$ cat src/rtl/xor_stream_pkg.sv
// xor_stream_pkg: constants and types shared by the XOR stream encoder and
// decoder. Both ends must use the same LFSR taps and default seed, so they
// are kept here.
//   LFSR_TAPS    - Fibonacci feedback mask (x^8+x^6+x^5+x^4+1)
//   DEFAULT_SEED - key used after reset and substituted for a zero seed
//   state_t      - stream FSM states
//   lfsr_step    - one step of the keystream generator
package xor_stream_pkg;

  localparam logic [7:0] LFSR_TAPS    = 8'hB8;
  localparam logic [7:0] DEFAULT_SEED = 8'h01;

  typedef enum logic {
    ST_UNSEEDED = 1'b0,
    ST_RUN      = 1'b1
  } state_t;

  // Fibonacci left shift: the feedback bit is the parity of the tapped bits.
  function automatic logic [7:0] lfsr_step(input logic [7:0] k,
                                           input logic [7:0] taps);
    return {k[6:0], ^(k & taps)};
  endfunction

endpackage

$ cat src/rtl/lfsr8.sv
// lfsr8: 8-bit keystream register for the XOR stream decoder.
// Ports:
//   clk      in  - rising-edge clock
//   reset    in  - asynchronous, active-high; key returns to DEFAULT_SEED
//   load     in  - load load_val (zero replaced by DEFAULT_SEED); wins over advance
//   load_val in  - seed value
//   advance  in  - step the LFSR once
//   key      out - current key byte
module lfsr8 #(
  parameter logic [7:0] TAPS         = xor_stream_pkg::LFSR_TAPS,
  parameter logic [7:0] DEFAULT_SEED = xor_stream_pkg::DEFAULT_SEED
) (
  input  logic       clk,
  input  logic       reset,
  input  logic       load,
  input  logic [7:0] load_val,
  input  logic       advance,
  output logic [7:0] key
);
  import xor_stream_pkg::*;

  logic [7:0] key_q;

  // A zero seed would lock the LFSR at zero forever, so it is replaced.
  always_ff @(posedge clk or posedge reset) begin
    if (reset) begin
      key_q <= DEFAULT_SEED;
    end else if (load) begin
      key_q <= (load_val == 8'h00) ? DEFAULT_SEED : load_val;
    end else if (advance) begin
      key_q <= lfsr_step(key_q, TAPS);
    end
  end

  assign key = key_q;

endmodule

$ cat src/rtl/xor_stream_decoder.sv
// xor_stream_decoder: recovers plaintext bytes from a cipher stream by XORing
// each byte with an LFSR keystream. Valid/ready on both sides, one output
// register stage.
// Ports:
//   clk, reset  - clock, asynchronous active-high reset
//   seed_load   - pulse: load seed, restart stream, drop any pending byte
//   seed        - seed value sampled with seed_load
//   in_valid / in_ready / cipher  - input byte handshake
//   out_valid / out_ready / plain - output byte handshake
//   byte_count  - bytes decoded since last seed_load or reset (wraps)
module xor_stream_decoder #(
  parameter logic [7:0] TAPS         = xor_stream_pkg::LFSR_TAPS,
  parameter logic [7:0] DEFAULT_SEED = xor_stream_pkg::DEFAULT_SEED
) (
  input  logic        clk,
  input  logic        reset,
  input  logic        seed_load,
  input  logic [7:0]  seed,
  input  logic        in_valid,
  output logic        in_ready,
  input  logic [7:0]  cipher,
  output logic        out_valid,
  input  logic        out_ready,
  output logic [7:0]  plain,
  output logic [15:0] byte_count
);
  import xor_stream_pkg::*;

  state_t      state_q, state_d;
  logic [7:0]  key;
  logic        accept;
  logic [7:0]  plain_p1;
  logic        vld_p1;
  logic [15:0] cnt_q;

  lfsr8 #(
    .TAPS         (TAPS),
    .DEFAULT_SEED (DEFAULT_SEED)
  ) u_lfsr (
    .clk      (clk),
    .reset    (reset),
    .load     (seed_load),
    .load_val (seed),
    .advance  (accept),
    .key      (key)
  );

  always_ff @(posedge clk or posedge reset) begin
    if (reset) begin
      state_q <= ST_UNSEEDED;
    end else begin
      state_q <= state_d;
    end
  end

  // seed_load blocks acceptance in its own cycle so the byte is never XORed
  // with a key that is about to be replaced.
  always_comb begin
    state_d  = state_q;
    in_ready = 1'b0;
    if (seed_load) begin
      state_d = ST_RUN;
    end
    if (state_q == ST_RUN && !seed_load && (!vld_p1 || out_ready)) begin
      in_ready = 1'b1;
    end
  end

  assign accept = in_valid && in_ready;

  // ---- stage p1: output register ----
  // An accept in the same cycle as a drain refills the slot, giving one byte
  // per cycle with out_ready held high.
  always_ff @(posedge clk or posedge reset) begin
    if (reset) begin
      plain_p1 <= 8'h00;
      vld_p1   <= 1'b0;
      cnt_q    <= 16'd0;
    end else if (seed_load) begin
      vld_p1 <= 1'b0;
      cnt_q  <= 16'd0;
    end else if (accept) begin
      plain_p1 <= cipher ^ key;
      vld_p1   <= 1'b1;
      cnt_q    <= cnt_q + 16'd1;
    end else if (vld_p1 && out_ready) begin
      vld_p1 <= 1'b0;
    end
  end

  assign plain      = plain_p1;
  assign out_valid  = vld_p1;
  assign byte_count = cnt_q;

endmodule
$ cat config.mk
export PLATFORM = sky130hd
export DESIGN_NAME = xor_stream_decoder
export DESIGN_NICKNAME = d
export VERILOG_FILES = /design/src/rtl/xor_stream_pkg.sv /design/src/rtl/lfsr8.sv /design/src/rtl/xor_stream_decoder.sv
export SDC_FILE = /design/constraint.sdc
export NUM_CORES = 1
export LEC_CHECK = 0
export CAP_MARGIN = 40
export CORE_MARGIN = 1
export CORE_UTILIZATION = 43
export DETAILED_ROUTE_END_ITERATION = 10
export PLACE_DENSITY_LB_ADDON = 0.2
export SLEW_MARGIN = 15
export SYNTH_ARGS = -nofsm -noshare
export SYNTH_HDL_FRONTEND = slang
export SYNTH_SLANG_ARGS = --single-unit
export TNS_END_PERCENT = 50
$ cat constraint.sdc
create_clock -name clk -period 1.62 [get_ports clk]
set_clock_uncertainty 0.1 [all_clocks]
set_input_delay 0.324 -clock clk [delete_from_list [all_inputs] [get_ports clk]]
set_output_delay 0.324 -clock clk [all_outputs]
set_load 0.03 [all_outputs]
* Yosys cells after proc, flatten, opt, wreduce, memory -nomap -nowiden
Cells that the tools add are included.
** Cells by class
- $add $sub $neg :: 1
- Mux-type cells :: 9
- Bitwise operators :: 2
- Reduce and logical (&&, ||, !) cells :: 12
** Operators by type and width (count)
- $mux W16 :: 2
- $mux W8 :: 3
- $add A16 B1 Y16 const B :: 1
- $logic_not A8 Y1 :: 1
- $reduce_xor A8 Y1 :: 1
- $xor A8 B8 Y8 :: 1
- $logic_and A1 B1 Y1 :: 4
- $mux W1 :: 4
- $reduce_bool A3 Y1 :: 1
- $logic_not A1 Y1 :: 2
- $reduce_and A2 Y1 :: 1
- $reduce_bool A2 Y1 :: 1
- $logic_or A1 B1 Y1 :: 1
- $not A1 Y1 :: 1
** Word-level totals
- Register bits :: 34
- Input port bits :: 21
- Word-level logic and storage cells :: 29

* Depth between registers and ports, before layout
- Depth in word-level cells :: 7
- Depth in mapped cells :: 6
- Mapped depth without buffers :: 5

* Modules after synthesis
A second synthesis with hierarchy kept.
** Unflattened totals
- Cell total of the unflattened synthesis :: 165
- Area, all modules :: 1660.3 µm²
** Modules (own cells, without submodules)
- xor_stream_decoder :: instances 1, cells each 124, area an instance 1252.5 µm², seq. area each 650.6 µm²
- lfsr8 :: instances 1, cells each 41, area an instance 407.9 µm², seq. area each 201.4 µm²

* Worst setup path after synthesis
OpenSTA, ideal clock, no wires.
- Path type :: flip-flop to flip-flop
- Start :: register cnt_q[0] (netlist: byte_count[0])
- End :: register cnt_q[10] (netlist: byte_count[10])
- Library setup time :: 78 ps
- Data arrival time :: 1717 ps
- Data required time :: 1442 ps
- Setup slack :: -275 ps
- Stages on the path, launching flop included :: 6
- Buffers on the path :: 0
- Path through :: dfrtp_1 > ha_1 > and2_2 > nand4_2 > or4_1 > a21oi_1
** On the way
- Word-level cells in the longest chain between the ends :: 3
** Ends and longest elaborated chain
- start: declaration :: line xor_stream_decoder.sv:34 : logic [15:0] cnt_q;
- start signal: assignment :: line xor_stream_decoder.sv:85 : cnt_q <= cnt_q + 16'd1;
- $add A16 B1 Y16 :: line xor_stream_decoder.sv:85
- $mux W16 :: line xor_stream_decoder.sv:82 : end else if (accept) begin
- $mux W16 :: line xor_stream_decoder.sv:79 : end else if (seed_load) begin
Every way passes these cells. The select of a mux whose other input is x is not followed.
A chain may end at the register's enable or synchronous reset.

* Final worst setup path
- Start :: register state_q
- End :: output in_ready
** On the way
- Word-level cells in the longest chain between the ends :: 3
** Ends and longest elaborated chain
- start: declaration :: line xor_stream_decoder.sv:29 : state_t state_q, state_d;
- start signal: assignment :: line xor_stream_decoder.sv:52 : state_q <= state_d;
- $logic_and A1 B1 Y1 (2 in a row) :: line xor_stream_decoder.sv:64 : if (state_q == ST_RUN && !seed_load && (!vld_p1 || out_ready)) begin
- $mux W1 :: line xor_stream_decoder.sv:64
- end: declaration :: line xor_stream_decoder.sv:20 : output logic in_ready,
Every way passes these cells.

==> out/qor.yml <==
global_route:
  grt-ovfl-total: 0
  antenna_found_initial: 0
  grt_pass1_vias: 1634
  grt_pass1_wl_mm: 7.51
  grt_max_degree: 35
  grtUsageTotal: 0.230
worst_setup_path:
  slowest_delay_ns: 0.35
  cp-end-kind: "output pin"
  crit_path_max_fanout: 4
  reg2reg_from: "byte_count[6]$_DFFE_PP0P_"
  crit_chain: "nor2b_4 -> buf_6 -> and2_4 -> buf_6"
  reg2reg_slack_ns: -0.03
  slowest_stage: "dfrtp_1"
  r2r_cells: 6
  cp_common_cell: "buf_6"
  worst_ep_arrival_time_ns: 1.25
  cp-start-kind: "register"
  crit_start: "state_q$_DFFE_PP0P_"
  critPathKind: "register to output pin"
  required_ns: 1.20
clocking:
  cts.sinks: 34
  numCtsBuffers: 5
  insertion_delay_ns: 0.28
  hold_buffers: 0
  cts_root_buf: "clkbuf_8"
  clk_pin_slew_ns: 0.07
  clock_path_buffers: 2
  cts.htree.levels: 2
  cts_tree: "yes"
outcome:
  violations: "setup timing"
  run_status: "finished with violations"
finish:
  area_growth_syn_to_layout_pct: 54.2
  layout-drive-gt1-share: 0.316
  mostFrequentLayoutCell: "buf_4"
  fill_cells: 290
  design_area_mm2: 0.00267
  diodes: 0
  final_cell_mix: "buf_4, nand2_1, dfrtp_1"
  nNetsFinal: 277
  final_cells: 304
sta:
  setup_ws_ns: -0.0490
  min_period_ns: 1.67
  finalSetupViolations: 4
  slew_viol_final: 0
  rsz0062_at_grt: "yes"
  fmax_ghz: 0.599
  tightest_slew_ns: 0.501
  timing.final.hold_violations: 0
  relSlewSlack: 0.664
  fin_crit_sh: 1.03
detailed_routing:
  routed_wl_mm: 4.78
  dr_total_vias: 1686
  route.detailed.drc: 0
  vias_per_cell: 5.55
  drtIter0Drc: 82
  ant_nets: 0
  wl_per_cell_um: 15.7
  first_pass_iters: 4
pwr:
  power_switching_mw: 0.631
  power_density_mw_per_mm2: 789
  p_int_mw: 1.48
  finalPower_mw: 2.11
  switching_share: 0.299
  power_leakage_nw: 1.20
  power.share.combinational: 0.229
  p_clk_frac: 0.304
  power_frac_seq: 0.467
  ir_worst_vdd_uv: 588
synthesis:
  synth.distinct_cells: 40
  synth_area_leader_cell: "dfrtp_1"
  synthMuxAreaShare: 0.0180
  yosysWarnings: 0
  synth_area_leaders: "dfrtp_1, nand2_1, xnor2_1"
  synthSimpleGateAreaFrac: 0.224
  synth_cells: 173
  ys_ff_latch: 34
  synth_compound_area_frac: 0.146
  ys_seq_area_frac: 0.491
  synthesis.area_mm2: 0.00173
  synthesis.nets: 195
  syn_area_per_cell_um2: 10.0
  synth_top_area_share: 0.476
  synth_top_family_by_area: "simple AND/OR/NAND/NOR gates"
  synthXorXnorAreaFrac: 0.0657
  synth_fa_ha_area_frac: 0.00722
place:
  post-place-cells: 283
  numPortBuffers: 46
  place_congestion: 0.828
  placed_area_mm2: 0.00241
  hpwlAfterDp_mm: 3.13
floorplanning:
  die_area_mm2: 0.00429
  placementRows: 22
  fp.coreArea_mm2: 0.00377
  die_width_um: 65.5
  start_util: 0.460
  die_y_um: 65.5
  ioPinCount: 47
run:
  cap_viol_max_count: 0
worst_hold_path:
  min_path_type: "input pin to asynchronous set/reset pin"
-- registers in the layout, summed over array words and instances, names as in the netlist --
signal	cells
byte_count	16
out_valid	1
plain	8
state_q	1
u_lfsr.key	8
-- layer usage --
layer	global-route usage	part of all wire	vias up
met5	0	0	-
met4	0.0761	0.020	0
met3	0.0451	0.055	12
met2	0.385	0.52	65
met1	0.298	0.40	819
li1	-	-	790
-- power by group through the flow --
stage	clock network [mW]	logic (mW)	registers, mW
2_1_floorplan	0	0.173	1.10
3_3_place_gp	0	0.481	1.00
3_5_place_dp	0	0.494	1.01
4_1_cts	0.652	0.468	0.987
5_1_grt	0.689	0.521	0.998
6_report	0.641	0.482	0.986
-- cells by family (layout without fill, tap and decap cells) --
logic type / count (synthesis) / after routing
DFF: 34 / 34
AOI/OAI and AO/OA: 42 / 42
adders and majority gates: 1 / 1
buffers and inverters: 12 / 93
muxes: 3 / 3
and+or+nand+nor: 68 / 70
xor gates and xnor gates: 13 / 13
-- path summary, 6_finish.rpt --
kind | end
min in group clk | plain[6]$_DFFE_PP0P_
max reg2reg | byte_count[11]$_DFFE_PP0P_
max | in_ready
max in group asynchronous | u_lfsr.key[0]$_DFFE_PP1P_
min reg2reg | plain[6]$_DFFE_PP0P_
min | plain[0]$_DFFE_PP0P_
-- area by class of cell --
cell class              instances  area [um2]  share of cell area
clock inverters                 2        12.5             0.00468
flip-flops and latches         34         861               0.322
repair buffers                 81         707               0.264
multi-input cells             129         936               0.350
clock buffers                   6        82.6              0.0309
inverters                       4        15.0             0.00562
well taps                      48        60.1              0.0225
-- cells in the mapped netlist (all sizes together) --
| library cell | number |
|---|---|
| mux2 | 1 |
| and3 | 4 |
| o41ai | 1 |
| o21ai | 16 |
| ha | 1 |
| nand2b | 1 |
| o31a | 1 |
| or4 | 7 |
| a31oi | 1 |
| clkbuf | 6 |
| nor4 | 3 |
| nand3 | 8 |
| nor2 | 3 |
| o311ai | 1 |
| and2 | 2 |
| dfstp | 1 |
| o21a | 1 |
| dfrtp | 33 |
| inv | 4 |
| nand2 | 28 |
| or2 | 2 |
| nor2b | 2 |
| xnor2 | 11 |
| a22oi | 5 |
| xor2 | 2 |
| o31ai | 6 |
| buf | 2 |
| a21oi | 10 |
| mux2i | 2 |
| or3 | 3 |
| nand4 | 5 |
-- through the flow --
| step | worst slack, ns | TNS (ns) | hold slack (ns) | util |
|---|---|---|---|---|
| final | -0.0490 | -0.102 | 0.310 | 0.709 |
| after floorplan | -0.0736 | -0.202 | 0.345 | - |
| after global routing | -0.109 | -0.973 | 0.332 | 0.709 |
| after CTS | -0.0329 | -0.0975 | 0.323 | 0.676 |
| after detailed placement | -0.433 | -8.17 | 0.371 | 0.640 |
| after global placement | -0.380 | -7.05 | 0.361 | 0.640 |
-- worst max-delay path: cells and delay by family, from the launching register on --
family / cells / cell delay, ns
DFF: 1 / 0.35
buffers and inverters: 2 / 0.26
and+or+nand+nor: 2 / 0.36
-- repair_timing --
item / 4_1_cts / 5_1_grt
cloned: 1 / 1
endpoints found under the setup margin: 37 / 17
buffers inserted: 5 / 6
pin swaps: 11 / 11
resized for setup: 34 / 19
Note: power is estimated with default switching activity, not from simulation.
